--- config.mk ---
export PLATFORM = sky130hd
export DESIGN_NAME = uart_tx
export DESIGN_NICKNAME = d
export VERILOG_FILES = /design/src/rtl/uart_tx.sv
export SDC_FILE = /design/constraint.sdc
export NUM_CORES = 1
export LEC_CHECK = 0
export CAP_MARGIN = 20
export CORE_MARGIN = 2
export CORE_UTILIZATION = 40
export CTS_CLUSTER_DIAMETER = 50
export CTS_CLUSTER_SIZE = 25
export DETAILED_ROUTE_END_ITERATION = 8
export SLEW_MARGIN = 10
export SYNTH_ARGS = -nofsm -noshare
export SYNTH_HDL_FRONTEND = slang
export SYNTH_SLANG_ARGS = --single-unit
--- constraint.sdc ---
create_clock -name clk -period 3.05 [get_ports clk]
set_clock_uncertainty 0.1 [all_clocks]
set_input_delay 0.61 -clock clk [delete_from_list [all_inputs] [get_ports clk]]
set_output_delay 0.61 -clock clk [all_outputs]
set_load 0.01 [all_outputs]
--- src/rtl/uart_tx.sv ---
// uart_tx: pops words from a head-of-queue source and sends them as start/data/stop frames on an idle-high line.
module uart_tx #(
   parameter int CLK_FREQ  = 100_000_000,
   parameter int BAUD_RATE = 31_250,
   parameter int NUM_BITS  = 8,
   parameter int STOP_BITS = 1
) (
   input  logic                clk,
   input  logic                rst_n,
   input  logic [NUM_BITS-1:0] tx_data,
   input  logic                tx_valid,
   output logic                tx_pop,
   output logic                tx,
   output logic                busy
);
   localparam int CPB = CLK_FREQ / BAUD_RATE;
   localparam int BW  = $clog2(CPB);
   localparam int IW  = NUM_BITS > 1 ? $clog2(NUM_BITS) : 1;
   typedef enum logic [1:0] {IDLE, START, DATA, STOP} state_t;
   state_t              state, state_n;
   logic [BW-1:0]       baud, baud_n;
   logic [IW-1:0]       idx, idx_n;
   logic                stop_cnt, stop_n;
   logic [NUM_BITS-1:0] sh, sh_n;
   logic                tx_n, busy_n, tc;
   assign tc     = baud == BW'(CPB - 1);
   assign tx_pop = rst_n && state == IDLE && tx_valid;
   // tx is registered, so each branch loads the level of the bit about to start
   always_comb begin
      state_n = state;
      baud_n  = tc ? '0 : baud + BW'(1);
      idx_n   = idx;
      stop_n  = stop_cnt;
      sh_n    = sh;
      tx_n    = tx;
      busy_n  = busy;
      case (state)
         IDLE: begin
            baud_n  = '0;
            state_n = tx_valid ? START : IDLE;
            sh_n    = tx_valid ? tx_data : sh;
            tx_n    = !tx_valid;
            busy_n  = tx_valid;
         end
         START: if (tc) begin
            state_n = DATA;
            idx_n   = '0;
            tx_n    = sh[0];
         end
         DATA: if (tc) begin
            if (idx == IW'(NUM_BITS - 1)) begin
               state_n = STOP;
               stop_n  = 1'b0;
               tx_n    = 1'b1;
            end else begin
               sh_n  = sh >> 1;
               idx_n = idx + IW'(1);
               tx_n  = sh_n[0];
            end
         end
         STOP: if (tc) begin
            if (stop_cnt == 1'(STOP_BITS - 1)) begin
               state_n = IDLE;
               busy_n  = 1'b0;
               stop_n  = 1'b0;
            end else stop_n = 1'b1;
         end
      endcase
   end
   always_ff @(posedge clk) begin
      if (!rst_n) begin
         state    <= IDLE;
         baud     <= '0;
         idx      <= '0;
         stop_cnt <= 1'b0;
         sh       <= '0;
         tx       <= 1'b1;
         busy     <= 1'b0;
      end else begin
         state    <= state_n;
         baud     <= baud_n;
         idx      <= idx_n;
         stop_cnt <= stop_n;
         sh       <= sh_n;
         tx       <= tx_n;
         busy     <= busy_n;
      end
   end
endmodule

After elaboration in Yosys (flattened, before gate mapping)

Index checks and enable logic that the tools add are counted.

Register bits: 28
Input port bits: 11
Output and inout port bits: 3
Word-level logic and storage cells: 65

$add $sub $neg: 2
Eq/ne operators: 12
Mux-type cells: 27
Bitwise gates (word level): 1
Reductions and logical operators: 16

Operator list:

| operator                                       | count |
|---|---|
| two-way mux 8 bit                              | 3 |
| case mux 8 bit (2 select lines)                | 1 |
| inequality test 2 bit (second input constant)  | 7 |
| adder 12 x 1 -> 12 bit (second input constant) | 1 |
| == test 12 bit (second input constant)         | 1 |
| AND reduction 4 bit                            | 3 |
| two-way mux 1 bit                              | 10 |
| two-way mux 2 bit                              | 5 |
| two-way mux 3 bit                              | 3 |
| case mux 2 bit (4 select lines)                | 1 |
| nonzero test 2 bit                             | 4 |
| case mux 3 bit (2 select lines)                | 1 |
| AND reduction 3 bit                            | 2 |
| AND reduction 5 bit                            | 1 |
| == test 2 bit (second input constant)          | 2 |
| case mux 1 bit (2 select lines)                | 2 |
| adder 3 x 1 -> 3 bit (second input constant)   | 1 |
| == test 3 bit (second input constant)          | 1 |
| case mux 1 bit (3 select lines)                | 1 |
| nonzero test 3 bit                             | 1 |
| OR reduction 3 bit                             | 1 |
| == test 2 x 1 -> 1 bit (second input constant) | 1 |
| logical AND 1 bit                              | 2 |
| zero test 2 bit                                | 1 |
| other kinds (2)                                | 2 |

Logic depth before layout (Yosys ltp)

Gate-level depths: netlist of the first run.

Word-level depth: 4
Gate-level depth with buffers: 8

Least setup slack after synthesis of the first run

Ideal clock, no wire load.

Path kind: register -> register
Start point: reg idx[0]
End point: reg sh[7]
Arrival time: 1567 ps
Data required time: 2803 ps
Setup slack: 1236 ps
Cell stages (with the launch flop): 7
Buffers on the path: 0
Period minus slack after synthesis: 1814 ps
Path through: dfxtp_1 ha_1 ha_1 and2b_2 nand4_1 a21oi_2 o32ai_1

Longest elaborated chain between the ends: 3

RTL lines:

| item                            | line | RTL |
|---|---|---|
| start, declared                 | 22   | `logic [IW-1:0] idx, idx_n;` |
| start signal, assigned          | 82   | `idx <= idx_n;` |
| == test 3 bit                   | 51   | `if (idx == IW'(NUM_BITS - 1)) begin` |
| inequality test 2 bit (no line) | -    |  |
| AND reduction 4 bit (no line)   | -    |  |
| end signal, assigned            | 84   | `sh <= sh_n;` |
| end, declared                   | 24   | `logic [NUM_BITS-1:0] sh, sh_n;` |

Every way passes these cells.
A chain may end at the register's enable or synchronous reset.

Worst setup path after layout of the first run

Start point: in tx_valid
End point: out tx_pop

Longest elaborated chain between the ends: 1

RTL lines:

| item              | line | RTL |
|---|---|---|
| start, declared   | 11   | `input logic tx_valid,` |
| logical AND 1 bit | 27   | `assign tx_pop = rst_n && state == IDLE && tx_valid;` |
| end, declared     | 12   | `output logic tx_pop,` |

Every way passes these cells.

==> run metrics, run 1 <==
Synth Net Count 178; worst skew pair latency between 0.3 and 0.4 ns; Area Growth Syn to Fin 14.2%; CP Max Fanout 4; worst hold path type reg2reg; cell family with most CP delay buffers and inverters; worst reg-to-reg path cell count 6; adder-cell share of the synthesized area 6.25%; Cell Area, Placed around 1600 sq um; fill count 357; Synth cell types 36; Final Max Tran Viols 0; top-count cell post-synth dfxtp_1; maximum vdd drop 0.389 mV; setup TNS 0 ns; number of antenna violations at the first check in global routing 0; DRC 0; Max-Cap Viols 0; Hold Vio Cnt, Final 0; Tightest Pin Transition roughly 0.58 ns; top cells by count, synth dfxtp_1 (27), nand2_1 (20), nor2_1 (17); share of cells above drive strength 1 9.25%; Vias/cell 5.00; # port buffers 13; critical path's slowest cell clkdlybuf4s50_1; hpwl dp between 1500 and 2000 um; GRT Total Usage 14.0%; # nets final 192; Mapped Area 1400 sq um; die width 63.2 um; post-cts resize count 0; Non-Filler Instances ~220; top_reg_cell synth dfxtp_1; Num CTS Buffers 3; Stages on worst setup path 4; first-pass GRT wire length around 4600 um; area of the multi-input gates 800 sq um; Post-CTS Setup Inserts 0; crit share post-route between 80% and 90%; warnings from Yosys 0; wire per inst about 11 um; Worst path most repeated cell clkdlybuf4s50_1; power density over cell area 687 nW/um^2; Max-slew headroom 61.1%; Post-synth EDFFs 0; placer congestion estimate 0.773; number of global-route vias before repair 1073; Design Area, Final 1600 sq um; Max Buffers Root-to-Sink 2; antenna viol nets, final 0; Post-Synth XOR/XNOR Area under 10%; Overflow after GRT 0; fmax 392 MHz; mux cell area share after synthesis 9.46%; First-pass DRT Iterations 4; ys async rst share 0%; CTS tree done; core box area ~3400 sq um; Seq cells post-synth 27; fin util 47.6%; Num Clock Sinks 27; Yosys top cell area share 38.6%; Arr. time, crit path 1.84 ns; # rows 21; CP Class in2out; via count 1096; Bufs and invs on worst path 3; DP Cell Count 215; Die Y 63.2 um; Die ar. about 4000 sq um; Reg clk slew, reported paths ~0.14 ns; largest net degree at the start of global routing 22; Reg area between 500 and 600 sq um; Synth Area in Compound Gates 8.21%; average size of a mapped cell around 8.8 sq um; status complete, no violations; CP cell instances clkdlybuf4s50_1 > nand3_1 > inv_1 > clkdlybuf4s50_1; Period minus WS final 2.55 ns; I/O pin count 14; final hold slack 0.362 ns; post-synthesis simple-gate area fraction between 20 and 30%; Initial Util 41.7%; setup violators final 0; worst path required time 2.34 ns; leak pwr 0.579 nW; Area contributors post-synth dfxtp_1 (39%), mux2i_1 (7.9%), ha_1 (6.3%); CTS hold repair buffers 0; CTS Root Buffer Type clkbuf_4; H-tree lvl count 1; Mapped Cells 160; cell taking the most area after synthesis dfxtp_1; CP Launch Type input pin; post-synthesis sequential area ratio 38.6%; drt total wl 2500 um; Antenna diodes 0; first-iteration detailed-routing DRC count 59; RSZ-0062 raised after global routing no; combinational family with the most area after synthesis simple AND/OR/NAND/NOR gates; kind of end point of the critical path output pin; Largest stage delay, worst path between 0.5 and 0.6 ns; Hold Path Cell Cnt 2
==> kinds of logic (layout without fill, tap and decap cells) <==
family / Yosys count / in the layout
and+or+nand+nor: 73 / 73
DFF: 27 / 27
AOI/OAI and AO/OA: 16 / 16
buffers and inverters: 14 / 27
muxes: 13 / 13
xor gates and xnor gates: 10 / 10
adders and majority gates: 7 / 7
==> state kept, by name (all words and copies together) (netlist names) <==
register / cells
tx: 1
busy: 1
idx: 3
sh: 8
baud: 12
state: 2
==> worst min-delay path, cell delays in order (launching register included) <==
cell	delay, ns
dfxtp_1	0.33
nand2_1	0.05
mux2i_1	0.05
==> worst paths after layout <==
check,from,end,slack [ns]
min,sh[3],sh[3],0.36
max reg2reg,idx[0],sh[7],1.01
min reg2reg,sh[3],sh[3],0.36
max,tx_valid,tx_pop,0.50
==> per-stage QoR <==
step | power, mW | worst slack (ns)
final | 1.10 | 0.500
after global placement | 0.948 | 0.498
after global routing | 1.19 | 0.361
after floorplan | 0.855 | 1.24
after detailed placement | 0.959 | 0.489
after CTS | 1.12 | 0.477
==> metal layers <==
| layer | wire length, um | global-route usage [%] |
|---|---|---|
| met5 | 0 | 0 |
| met4 | 18 | 2.45 |
| met3 | 81 | 3.93 |
| met2 | 1150 | 24.6 |
| met1 | 1250 | 17.1 |
==> cell type report <==
type,count,area share (%)
sequential,27,33.8
inverter,8,1.88
tap,46,3.60
clock inverter,1,0.313
multi-input combinational,119,50.0
clock buffer,3,1.41
timing repair buffer,15,9.07
==> report_power, final <==
group	leakage (nW)	switching (mW)	internal (mW)
combinational	0.342	0.258	0.234
sequential	0.220	0.0386	0.417
clock	0.0177	0.104	0.0491
==> layout by cell type (no fill, tap or decap), types with 2 or more instances in the layout <==
master and instances:
a31oi_1 4, and3_2 2, buf_4 2, clkbuf_4 3, clkdlybuf4s50_1 13, dfxtp_1 27
ha_1 7, inv_1 8, mux2_2 2, mux2i_1 11, nand2_1 20, nand2b_1 6
nand3_1 11, nand4_1 4, nor2_1 17, nor2b_1 2, nor3_1 2, o211ai_1 6
xnor2_1 7, xor2_1 3
No activity file was read; power rests on OpenSTA's default activity.
==> run 2: changes to the inputs <==
==> constraint.sdc (replaced) <==
create_clock -name clk -period 2.44 [get_ports clk]
set_clock_uncertainty 0.1 [all_clocks]
set_input_delay 0.488 -clock clk [delete_from_list [all_inputs] [get_ports clk]]
set_output_delay 0.488 -clock clk [all_outputs]
set_load 0.01 [all_outputs]
==> run 2 against run 1 <==
Global-route usage rose by 0.44 points. Power increased by 29%. Clock power increased by 39%. Critical path type unchanged. Highest routed layer unchanged.
==> run metrics, run 2 (synthesized netlist as in run 1, its figures left out) <==
status complete, no violations; Tightest Pin Transition around 0.55 ns; crit share post-route 93.9%; DRC 0; most frequent cells in the layout dfxtp_1 (27), nand2_1 (20), nor2_1 (17); CTS tree done; worst path required time 1.85 ns; Num Clock Sinks 27; CP Launch Type input pin; Largest register FFs 12; CTS hold repair buffers 0; biggest regs baud (12), sh (8), idx (3); Max-Cap Viols 0; fmax 436 MHz; Design Area, Final 1620 sq um; first-iteration detailed-routing DRC count 71; Reg area 541 sq um; commonest non-fill, non-tap cell in the layout dfxtp_1; Num CTS Buffers 3; Max Buffers Root-to-Sink 2; Largest stage delay, worst path 0.52 ns; area of the multi-input gates 800 sq um; core box area 3360 sq um; share of cells above drive strength 1 10.3%; kind of end point of the critical path output pin; Cell Area, Placed approximately 1600 sq um; CP cell instances clkdlybuf4s50_1 > nand3_1 > inv_1 > clkdlybuf4s50_1; Area Growth Syn to Fin 15.4%; worst skew pair latency approximately 0.34 ns; hpwl dp about 2000 um; # nets final 194; placer congestion estimate 0.786; power density over cell area 876 nW/um^2; number of global-route vias before repair 1008; final hold slack 0.367 ns; CP Class in2out; GRT Total Usage between 10 and 15%; antenna viol nets, final 0; number of antenna violations at the first check in global routing 0; via count between 1000 and 1500; CP Max Fanout 4; Die Y 63.2 um; dpl ws 0.155 ns; Arr. time, crit path 1.70 ns; die width 63.2 um; # port buffers 13; Initial Util a little over two fifths; Pwr Total 1.42 mW; Vias/cell 5.05; Die ar. between 3000 and 4000 sq um; Overflow after GRT 0; RSZ-0062 raised after global routing no; worst setup margin 0.148 ns; wire per inst roughly 12 um; setup TNS 0 ns; Hold Vio Cnt, Final 0; Reg clk slew, reported paths 0.16 ns; worst hold path type reg2reg; fill count 357; maximum vdd drop ~0.37 mV; Final Max Tran Viols 0; Antenna diodes 0; largest net degree at the start of global routing 22; Period minus WS final 2.29 ns; I/O pin count 14; post-cts resize count 0; Max-slew headroom 63.0%; CTS Root Buffer Type clkbuf_4; Worst path most repeated cell clkdlybuf4s50_1; Reg with most FFs baud; critical path's slowest cell clkdlybuf4s50_1; setup violators final 0; drt total wl approximately 2600 um; # rows 21; First-pass DRT Iterations 4; Post-CTS Setup Inserts 0; first-pass GRT wire length between 4000 and 5000 um; leak pwr 0.584 nW; H-tree lvl count 1
-- run 2: cell types whose count changed in the layout (fill, tap and decap cells not counted) --
cell        before  now
buf_4            2    4
clkinv_2         1    0
clkinvlp_4       0    1
-- run 2: cell type report --
cell class / instances / share of cell area [%]
tap: 46 / 3.56
clock buffer: 3 / 1.39
clock inverter: 1 / 0.464
multi-input combinational: 119 / 49.4
timing repair buffer: 17 / 9.90
inverter: 8 / 1.86
sequential: 27 / 33.4
-- run 2: report_power, final --
group	switching, mW	internal (mW)	leakage [nW]	total, mW
Clock	0.149	0.0630	0.0139	0.212
Sequential	0.0476	0.521	0.220	0.569
Combinational	0.328	0.309	0.351	0.638
-- run 2: path summary, 6_finish.rpt --
| path | from | end | slack (ns) | cells past startpoint |
|---|---|---|---|---|
| setup / recovery | tx_valid | tx_pop | 0.15 | 4 |
| hold / removal | sh[3] | sh[3] | 0.37 | 2 |
| setup reg to reg | idx[0] | sh[5] | 0.38 | 6 |
| hold reg to reg | sh[3] | sh[3] | 0.37 | 2 |
-- run 2: metal layers --
layer,wire [um],GRT usage [%],vias up,part of all wire [%]
li1,-,-,585,-
met1,1300,17.8,517,50
met2,1200,24.2,10,46
met3,63,2.68,5,2.4
met4,51,6.52,0,2.0
met5,0,0,-,0
-- run 2: critical path, delay by kind of cell --
family	cells	cell delay [ns]
and+or+nand+nor	1	0.10
buffers and inverters	3	1.11
-- run 2: through the flow --
| step | cells | util, % |
|---|---|---|
| finish | 221 | 48.1 |
| global route | 221 | 48.1 |
| CTS | 221 | 48.1 |
| detailed placement | 217 | 47.2 |
| global placement | 217 | 47.2 |
| floorplan | 160 | - |
